### src/rtl/serial_rx16_pkg.sv
// serial_rx16_pkg: shared state encoding and widths for the serial receiver
package serial_rx16_pkg;
    localparam int WORD_W = 16;
    localparam int CNT_W  = 4;
    typedef enum logic [1:0] {
        IDLE   = 2'd0,
        DATA   = 2'd1,
        PARITY = 2'd2,
        STOP   = 2'd3
    } state_t;
endpackage

### src/rtl/serial_rx16_rx_shift16.sv
// rx_shift16: 16-bit shift-in register, direction chosen by MSB_FIRST
module rx_shift16
    import serial_rx16_pkg::*;
#(
    parameter bit MSB_FIRST = 1'b1
) (
    input  logic              clk,
    input  logic              rst,
    input  logic              shift_en_i,
    input  logic              bit_i,
    output logic [WORD_W-1:0] data_o
);
    logic [WORD_W-1:0] data_q;
    always_ff @(posedge clk) begin
        if (rst)
            data_q <= '0;
        else if (shift_en_i)
            data_q <= MSB_FIRST ? {data_q[WORD_W-2:0], bit_i} : {bit_i, data_q[WORD_W-1:1]};
    end
    assign data_o = data_q;
endmodule

### src/rtl/serial_rx16.sv
// serial_rx16: strobed serial frame receiver (start, 16 data, optional even parity, stop)
module serial_rx16
    import serial_rx16_pkg::*;
#(
    parameter bit PARITY_EN = 1'b1,
    parameter bit MSB_FIRST = 1'b1
) (
    input  logic              clk,
    input  logic              rst,
    input  logic              sin,
    input  logic              bit_en,
    output logic [WORD_W-1:0] dout,
    output logic              valid,
    output logic              par_err,
    output logic              frm_err,
    output logic              busy
);
    state_t            state_q, state_d;
    logic [CNT_W-1:0]  cnt_q, cnt_d;
    logic [WORD_W-1:0] dout_q, dout_d;
    logic [WORD_W-1:0] word;
    logic              par_bad_q, par_bad_d;
    logic              valid_q, valid_d;
    logic              par_err_q, par_err_d;
    logic              frm_err_q, frm_err_d;
    logic              shift_en;
    logic              stop_smp;

    rx_shift16 #(.MSB_FIRST(MSB_FIRST)) u_shift (
        .clk        (clk),
        .rst        (rst),
        .shift_en_i (shift_en),
        .bit_i      (sin),
        .data_o     (word)
    );

    always_ff @(posedge clk) begin
        if (rst) begin
            state_q   <= IDLE;
            cnt_q     <= '0;
            dout_q    <= '0;
            par_bad_q <= 1'b0;
            valid_q   <= 1'b0;
            par_err_q <= 1'b0;
            frm_err_q <= 1'b0;
        end else begin
            state_q   <= state_d;
            cnt_q     <= cnt_d;
            dout_q    <= dout_d;
            par_bad_q <= par_bad_d;
            valid_q   <= valid_d;
            par_err_q <= par_err_d;
            frm_err_q <= frm_err_d;
        end
    end

    always_comb begin
        state_d = state_q;
        cnt_d   = cnt_q;
        if (bit_en) begin
            unique case (state_q)
                IDLE: begin
                    state_d = sin ? IDLE : DATA;
                    cnt_d   = '0;
                end
                DATA: begin
                    cnt_d = cnt_q + 1'b1;
                    if (cnt_q == CNT_W'(WORD_W - 1))
                        state_d = PARITY_EN ? PARITY : STOP;
                end
                PARITY: state_d = STOP;
                STOP:   state_d = IDLE;
            endcase
        end
    end

    // Pulses and dout are registered so they appear right after the stop-bit edge.
    always_comb begin
        shift_en  = bit_en && state_q == DATA;
        stop_smp  = bit_en && state_q == STOP;
        valid_d   = stop_smp && sin;
        frm_err_d = stop_smp && !sin;
        par_err_d = valid_d && par_bad_q;
        par_bad_d = (bit_en && state_q == PARITY) ? (^word ^ sin) : par_bad_q;
        dout_d    = valid_d ? word : dout_q;
    end

    assign dout    = dout_q;
    assign valid   = valid_q;
    assign par_err = par_err_q;
    assign frm_err = frm_err_q;
    assign busy    = state_q != IDLE;
endmodule

### config.mk
export PLATFORM = sky130hd
export DESIGN_NAME = serial_rx16
export DESIGN_NICKNAME = d
export VERILOG_FILES = /design/src/rtl/serial_rx16_pkg.sv /design/src/rtl/serial_rx16_rx_shift16.sv /design/src/rtl/serial_rx16.sv
export SDC_FILE = /design/constraint.sdc
export NUM_CORES = 1
export LEC_CHECK = 0
export CAP_MARGIN = 20
export CELL_PAD_IN_SITES_DETAIL_PLACEMENT = 2
export CELL_PAD_IN_SITES_GLOBAL_PLACEMENT = 2
export CORE_MARGIN = 2
export CORE_UTILIZATION = 30
export CTS_BUF_LIST = sky130_fd_sc_hd__clkbuf_4 sky130_fd_sc_hd__clkbuf_8
export CTS_CLUSTER_DIAMETER = 40
export DETAILED_ROUTE_END_ITERATION = 7
export PLACE_DENSITY = 0.75
export SLEW_MARGIN = 20
export SYNTH_ARGS = -nofsm -noshare
export SYNTH_HDL_FRONTEND = slang
export SYNTH_SLANG_ARGS = --single-unit
### constraint.sdc
create_clock -name clk -period 1.58 [get_ports clk]
set_input_delay 0.237 -clock clk [delete_from_list [all_inputs] [get_ports clk]]
set_output_delay 0.237 -clock clk [all_outputs]
set_load 0.01 [all_outputs]
==> results of run 1 <==
through the flow:
stage | hold slack, ns | worst slack [ns] | utilization (%)
after floorplan | 0.315 | 0.0749 | -
after global placement | 0.442 | -0.166 | 39.6
after detailed placement | 0.457 | -0.188 | 39.6
after CTS | 0.435 | -0.0319 | 41.9
after global routing | 0.479 | -0.118 | 42.2
final | 0.464 | -0.0682 | 42.2
power by group through the flow:
stage	combinational [mW]	sequential [mW]	clock, mW
after detailed placement	0.165	1.10	0
after CTS	0.169	1.08	0.764
after global placement	0.160	1.10	0
final	0.171	1.08	0.743
after global routing	0.188	1.08	0.811
after floorplan	0.0849	1.10	0
registers in the layout, summed over array words and instances, names as in the netlist:
signal and flops:
dout 16, u_shift.data_o 16, cnt_q 4, state_q 2
frm_err 1, par_bad_q 1, par_err 1, valid 1
cell usage in the layout (no fill, tap or decap), types with 3 or more instances in the layout:
cell              n
nor2_1           10
inv_1             4
a21oi_1          34
dfxtp_1          36
nand2_1          68
nand3_1           3
dfxtp_2           6
buf_12            3
xnor2_1           7
clkdlybuf4s50_1  21
buf_4            19
clkbuf_8          6
a22oi_1           3
ha_1              6
xnor2_2           5
cells by family (layout without fill, tap and decap cells):
kind of cell | Yosys count | count (layout) | synth area share (%)
DFF | 42 | 42 | 49.2
adders and majority gates | 6 | 6 | 4.39
AOI/OAI and AO/OA | 43 | 43 | 13.5
muxes | 2 | 2 | 1.17
xor gates and xnor gates | 15 | 15 | 8.93
and+or+nand+nor | 85 | 85 | 19.4
buffers and inverters | 15 | 57 | 3.37
layout make-up:
| cell class | count | area (um2) | share of cell area, % |
|---|---|---|---|
| Inverter | 4 | 15.0 | 0.646 |
| Clock buffer | 6 | 82.6 | 3.55 |
| Sequential cell | 42 | 848 | 36.5 |
| Clock inverter | 2 | 12.5 | 0.539 |
| Tap cell | 72 | 90.1 | 3.88 |
| Multi-Input combinational cell | 151 | 845 | 36.3 |
| Timing Repair Buffer | 45 | 430 | 18.5 |
final timing paths:
check	slack, ns	cells after the start	endpoint	startpoint
setup / recovery	-0.07	5	par_bad_q	u_shift.data_o[15]
hold / removal	0.46	2	dout[2]	dout[2]
setup reg to reg	-0.07	5	par_bad_q	u_shift.data_o[15]
hold reg to reg	0.46	2	dout[2]	dout[2]
what timing repair did:
action | in CTS | in global routing
gates cloned | 0 | 0
resized for setup | 10 | 5
pin swaps | 4 | 1
buffers inserted | 1 | 0
hold buffers | 0 | 0
setup endpoints to repair | 3 | 4
routing by layer:
layer / vias up / wire, um / track usage, %
met5: - / 0 / 0
li1: 756 / - / -
met4: 0 / 51 / 4.14
met1: 771 / 2230 / 19.8
met2: 17 / 2600 / 31.1
met3: 6 / 98 / 3.85
worst max-delay path, delay by kind of cell, from the launching register on:
kind / cells / cell delay, ns
AOI/OAI and AO/OA: 1 / 0.29
xor gates and xnor gates: 4 / 0.93
DFF: 1 / 0.34
==> summary.txt, run 1 <==
Clock Power Share: 37.3%
TritonCTS clock tree: built
Top FF cell, synth: dfxtp_1
Pin count of the biggest net entering global routing: 21
Drt wl/cell: 15.4 um
Max Slew Vio Count: 0
Outcome: finished, violations left
RSZ-0062 raised after global routing: true
Post-detailed-route count of antenna-violating nets: 0
Fill cells: 630
Worst-margin pin slew: 0.349 ns
Worst-path fanout max: 2
Layout cells sized above 1: 16.8%
YS warnings: 0
Layout Cells excl Fill: 322
Fmax: 0.607 GHz
Drt first pass iters: 4
DR vias/cell: 4.81
GR Util All Layers: 17.0%
CP arrival: 1.85 ns
Seq/Total Area, Yosys: 49.2%
Total CTS buffers: 5
Synth top area cells: dfxtp_1, nand2_1, a21oi_1
Vias in the first global route: 1,686
Max cap viols: 0
Area Growth Syn to Fin: 35.9%
Post-DP HPWL: 3.39 mm
Syn Inst Count: 208
Power share of the combinational group: 8.6%
Crit path launch type: flop
Port Buffers: 23
Sequential power share: 54.1%
Total Power: 1.99 mW
Initial antenna violation count: 0
Die X-Extent: 79.5 um
Flops & latches, synth: 42
Crit-path cells: xnor2_2, xnor2_1, xnor3_1, xnor2_1, a311oi_1
Failing checks: setup timing
Worst EP required: 1.78 ns
Crit end category: flop
Count leader, synth: nand2_1
Worst Path Class, Setup: reg2reg
DRC violations left: 0
Critical Path Slowest Stage Cell: xnor3_1
Diode count: 0
Net Count, Synth: 218
Setup Viol. Count Final: 1
Placed cell area: 2180 um2
Worst hold-check path type: reg2reg
Rel. slew slack: 76.5%
Int Power: 1.49 mW
Via Count: 1,550
Delay of the slowest critical-path stage: 0.42 ns
First DRT Iteration DRCs: 41
Final Cell Area: 2320 um2
Setup ws final: -0.0682 ns
Setup tns final: -0.0682 ns
First-pass GRT wire length: 8.28 mm
Cell Area, Synth: 1710 um2
Initial Util: 31.0%
Skew-Pair Late Insertion Delay: 0.29 ns
CTS clk-pin slew, worst paths: 0.09 ns
Period utilisation layout: 104%
CORE AREA: 5510 um2
Post-synth EDFFs: 0
Cell variety after synth: 22
Worst Skew: 0.00601 ns
RePlAce Congestion: 0.713
Switch Pwr: 0.497 mW
Sw Ratio: 24.9%
Synth cell count leaders: nand2_1, dfxtp_1, a21oi_1
Crit path top cell by count: xnor2_1
Grt ovf: 0
P_leak: 0.853 nW
Asr flop ratio synth: 0%
Hold Violations, Final: 0
Fin nets: 259
Die area: 6320 um2
Min Tclk post-route: 1.65 ns
Htree depth: 2
WL final: 4.97 mm
CTS Root Cell: clkbuf_8
I/O pin count: 24
Peak VDD IR: 390 uV
Synthesized area per cell: 8.22 um2
Post-synth top area share: 49.2%
PD cells: 857 nW/um2
Vert. Die Dim: 79.5 um
TritonCTS Sinks: 42
Dpl cells: 313
Rows: 27
Clk buf depth: 2
Synth area leader: dfxtp_1
Note: power is estimated with default switching activity, not from simulation.
==> run 2: changes to the inputs <==
- PLACE_DENSITY: 0.75 -> not set
- PLACE_DENSITY_LB_ADDON: not set -> 0.1
==> summary.txt, run 2 (same netlist as run 1, synthesis figures left out) <==
Hold WS: 0.452 ns
Total CTS buffers: 5
I/O pin count: 24
Max Slew Vio Count: 0
Pin count of the biggest net entering global routing: 24
Crit end category: flop
PD cells: 863 nW/um2
P_leak: 0.831 nW
Clk buf depth: 2
TritonCTS Sinks: 42
RePlAce Congestion: 0.702
GR Util All Layers: 17.1%
Setup Viol. Count Final: 1
CP arrival: 1.81 ns
TritonCTS clock tree: built
Post-detailed-route count of antenna-violating nets: 0
Vias in the first global route: 1,637
DR vias/cell: 4.73
Commonest non-fill, non-tap cell in the layout: nand2_1
Post-DP HPWL: 3.67 mm
Die area: 6320 um2
Diode count: 0
Drt wl/cell: 15.3 um
Max cap viols: 0
First DRT Iteration DRCs: 64
Rel. slew slack: 77.2%
DRC violations left: 0
Vert. Die Dim: 79.5 um
Pre-CTS WS: -0.229 ns
Die X-Extent: 79.5 um
RSZ-0062 raised after global routing: true
First-pass GRT wire length: 8.25 mm
Worst-path fanout max: 2
Worst hold-check path type: in2reg
Layout Cells excl Fill: 321
Most frequent cells in the layout: nand2_1, a21oi_1, dfxtp_1
CORE AREA: 5510 um2
Htree depth: 2
Layout cells sized above 1: 17.3%
Skew-Pair Late Insertion Delay: 0.30 ns
Worst Path Class, Setup: reg2reg
CTS Root Cell: clkbuf_8
Crit path launch type: flop
Min Tclk post-route: 1.59 ns
Failing checks: setup timing
Final Cell Area: 2290 um2
Placed cell area: 2150 um2
Initial antenna violation count: 0
Drt first pass iters: 4
Fmax: 0.627 GHz
Peak VDD IR: 305 uV
Port Buffers: 23
Initial Util: 31.0%
Worst-margin pin slew: 0.340 ns
Worst Skew: 0.00633 ns
Fill cells: 612
Grt ovf: 0
Total Power: 1.98 mW
Via Count: 1,518
Hold Violations, Final: 0
Dpl cells: 312
Area Growth Syn to Fin: 33.9%
Outcome: finished, violations left
Setup ws final: -0.0144 ns
Fin nets: 258
WL final: 4.92 mm
Worst EP required: 1.79 ns
CTS clk-pin slew, worst paths: 0.09 ns
Rows: 27
Period utilisation layout: 101%
-- run 2: cell types whose count changed in the layout (fill, tap and decap cells not counted), moves of 2 or more --
cell,delta
dfxtp_1,-3
dfxtp_2,+3
buf_12,-2
xnor2_1,+2
xnor2_2,-2
-- run 2: final timing paths --
kind                                         start   endpoint  slack, ns  cells after the start
worst max register to register  u_shift.data_o[15]  par_bad_q      -0.01                      5
worst min register to register            dout[13]   dout[13]       0.46                      2
worst min-delay path                           sin    frm_err       0.45                      3
worst max-delay path            u_shift.data_o[15]  par_bad_q      -0.01                      5
-- run 2: worst max-delay path, stage by stage (launching register included) --
cell,delay (ns)
dfxtp_2,0.34
xnor2_2,0.20
xnor2_1,0.14
xnor3_1,0.42
xnor2_1,0.14
a311oi_1,0.26
-- run 2: final cells by class --
cell class	count	area, um2	area share, %
inverters	4	15.0	0.656
well taps	72	90.1	3.94
multi-input cells	151	838	36.6
flip-flops and latches	42	852	37.2
clock buffers	6	82.6	3.61
clock inverters	2	12.5	0.547
repair buffers	44	398	17.4
-- run 2: power by group --
group | internal [mW] | switching, mW | total (mW) | leakage, nW
Sequential | 1.07 | 0.00978 | 1.08 | 0.343
Clock | 0.352 | 0.391 | 0.743 | 0.0472
Combinational | 0.0656 | 0.0901 | 0.156 | 0.441
Total | 1.48 | 0.491 | 1.98 | 0.831
-- run 2: layer usage --
layer | up-vias | track usage (%) | wire length, um
met5 | - | 0 | 0
li1 | 754 | - | -
met1 | 747 | 19.3 | 2080
met2 | 12 | 31.7 | 2690
met3 | 5 | 4.07 | 107
met4 | 0 | 4.66 | 36
-- run 2: repair_timing --
action                     CTS  global route
pin swaps                    4             1
hold buffers                 0             0
resized for setup           12             4
setup endpoints to repair    2             6
setup buffers                1             0
-- run 2: metrics by stage --
step           util, %  TNS (ns)
2_1_floorplan        -         0
3_3_place_gp      39.0    -0.152
3_5_place_dp      39.0     -1.03
4_1_cts           41.4   -0.0650
5_1_grt           41.6    -0.122
6_report          41.6   -0.0144
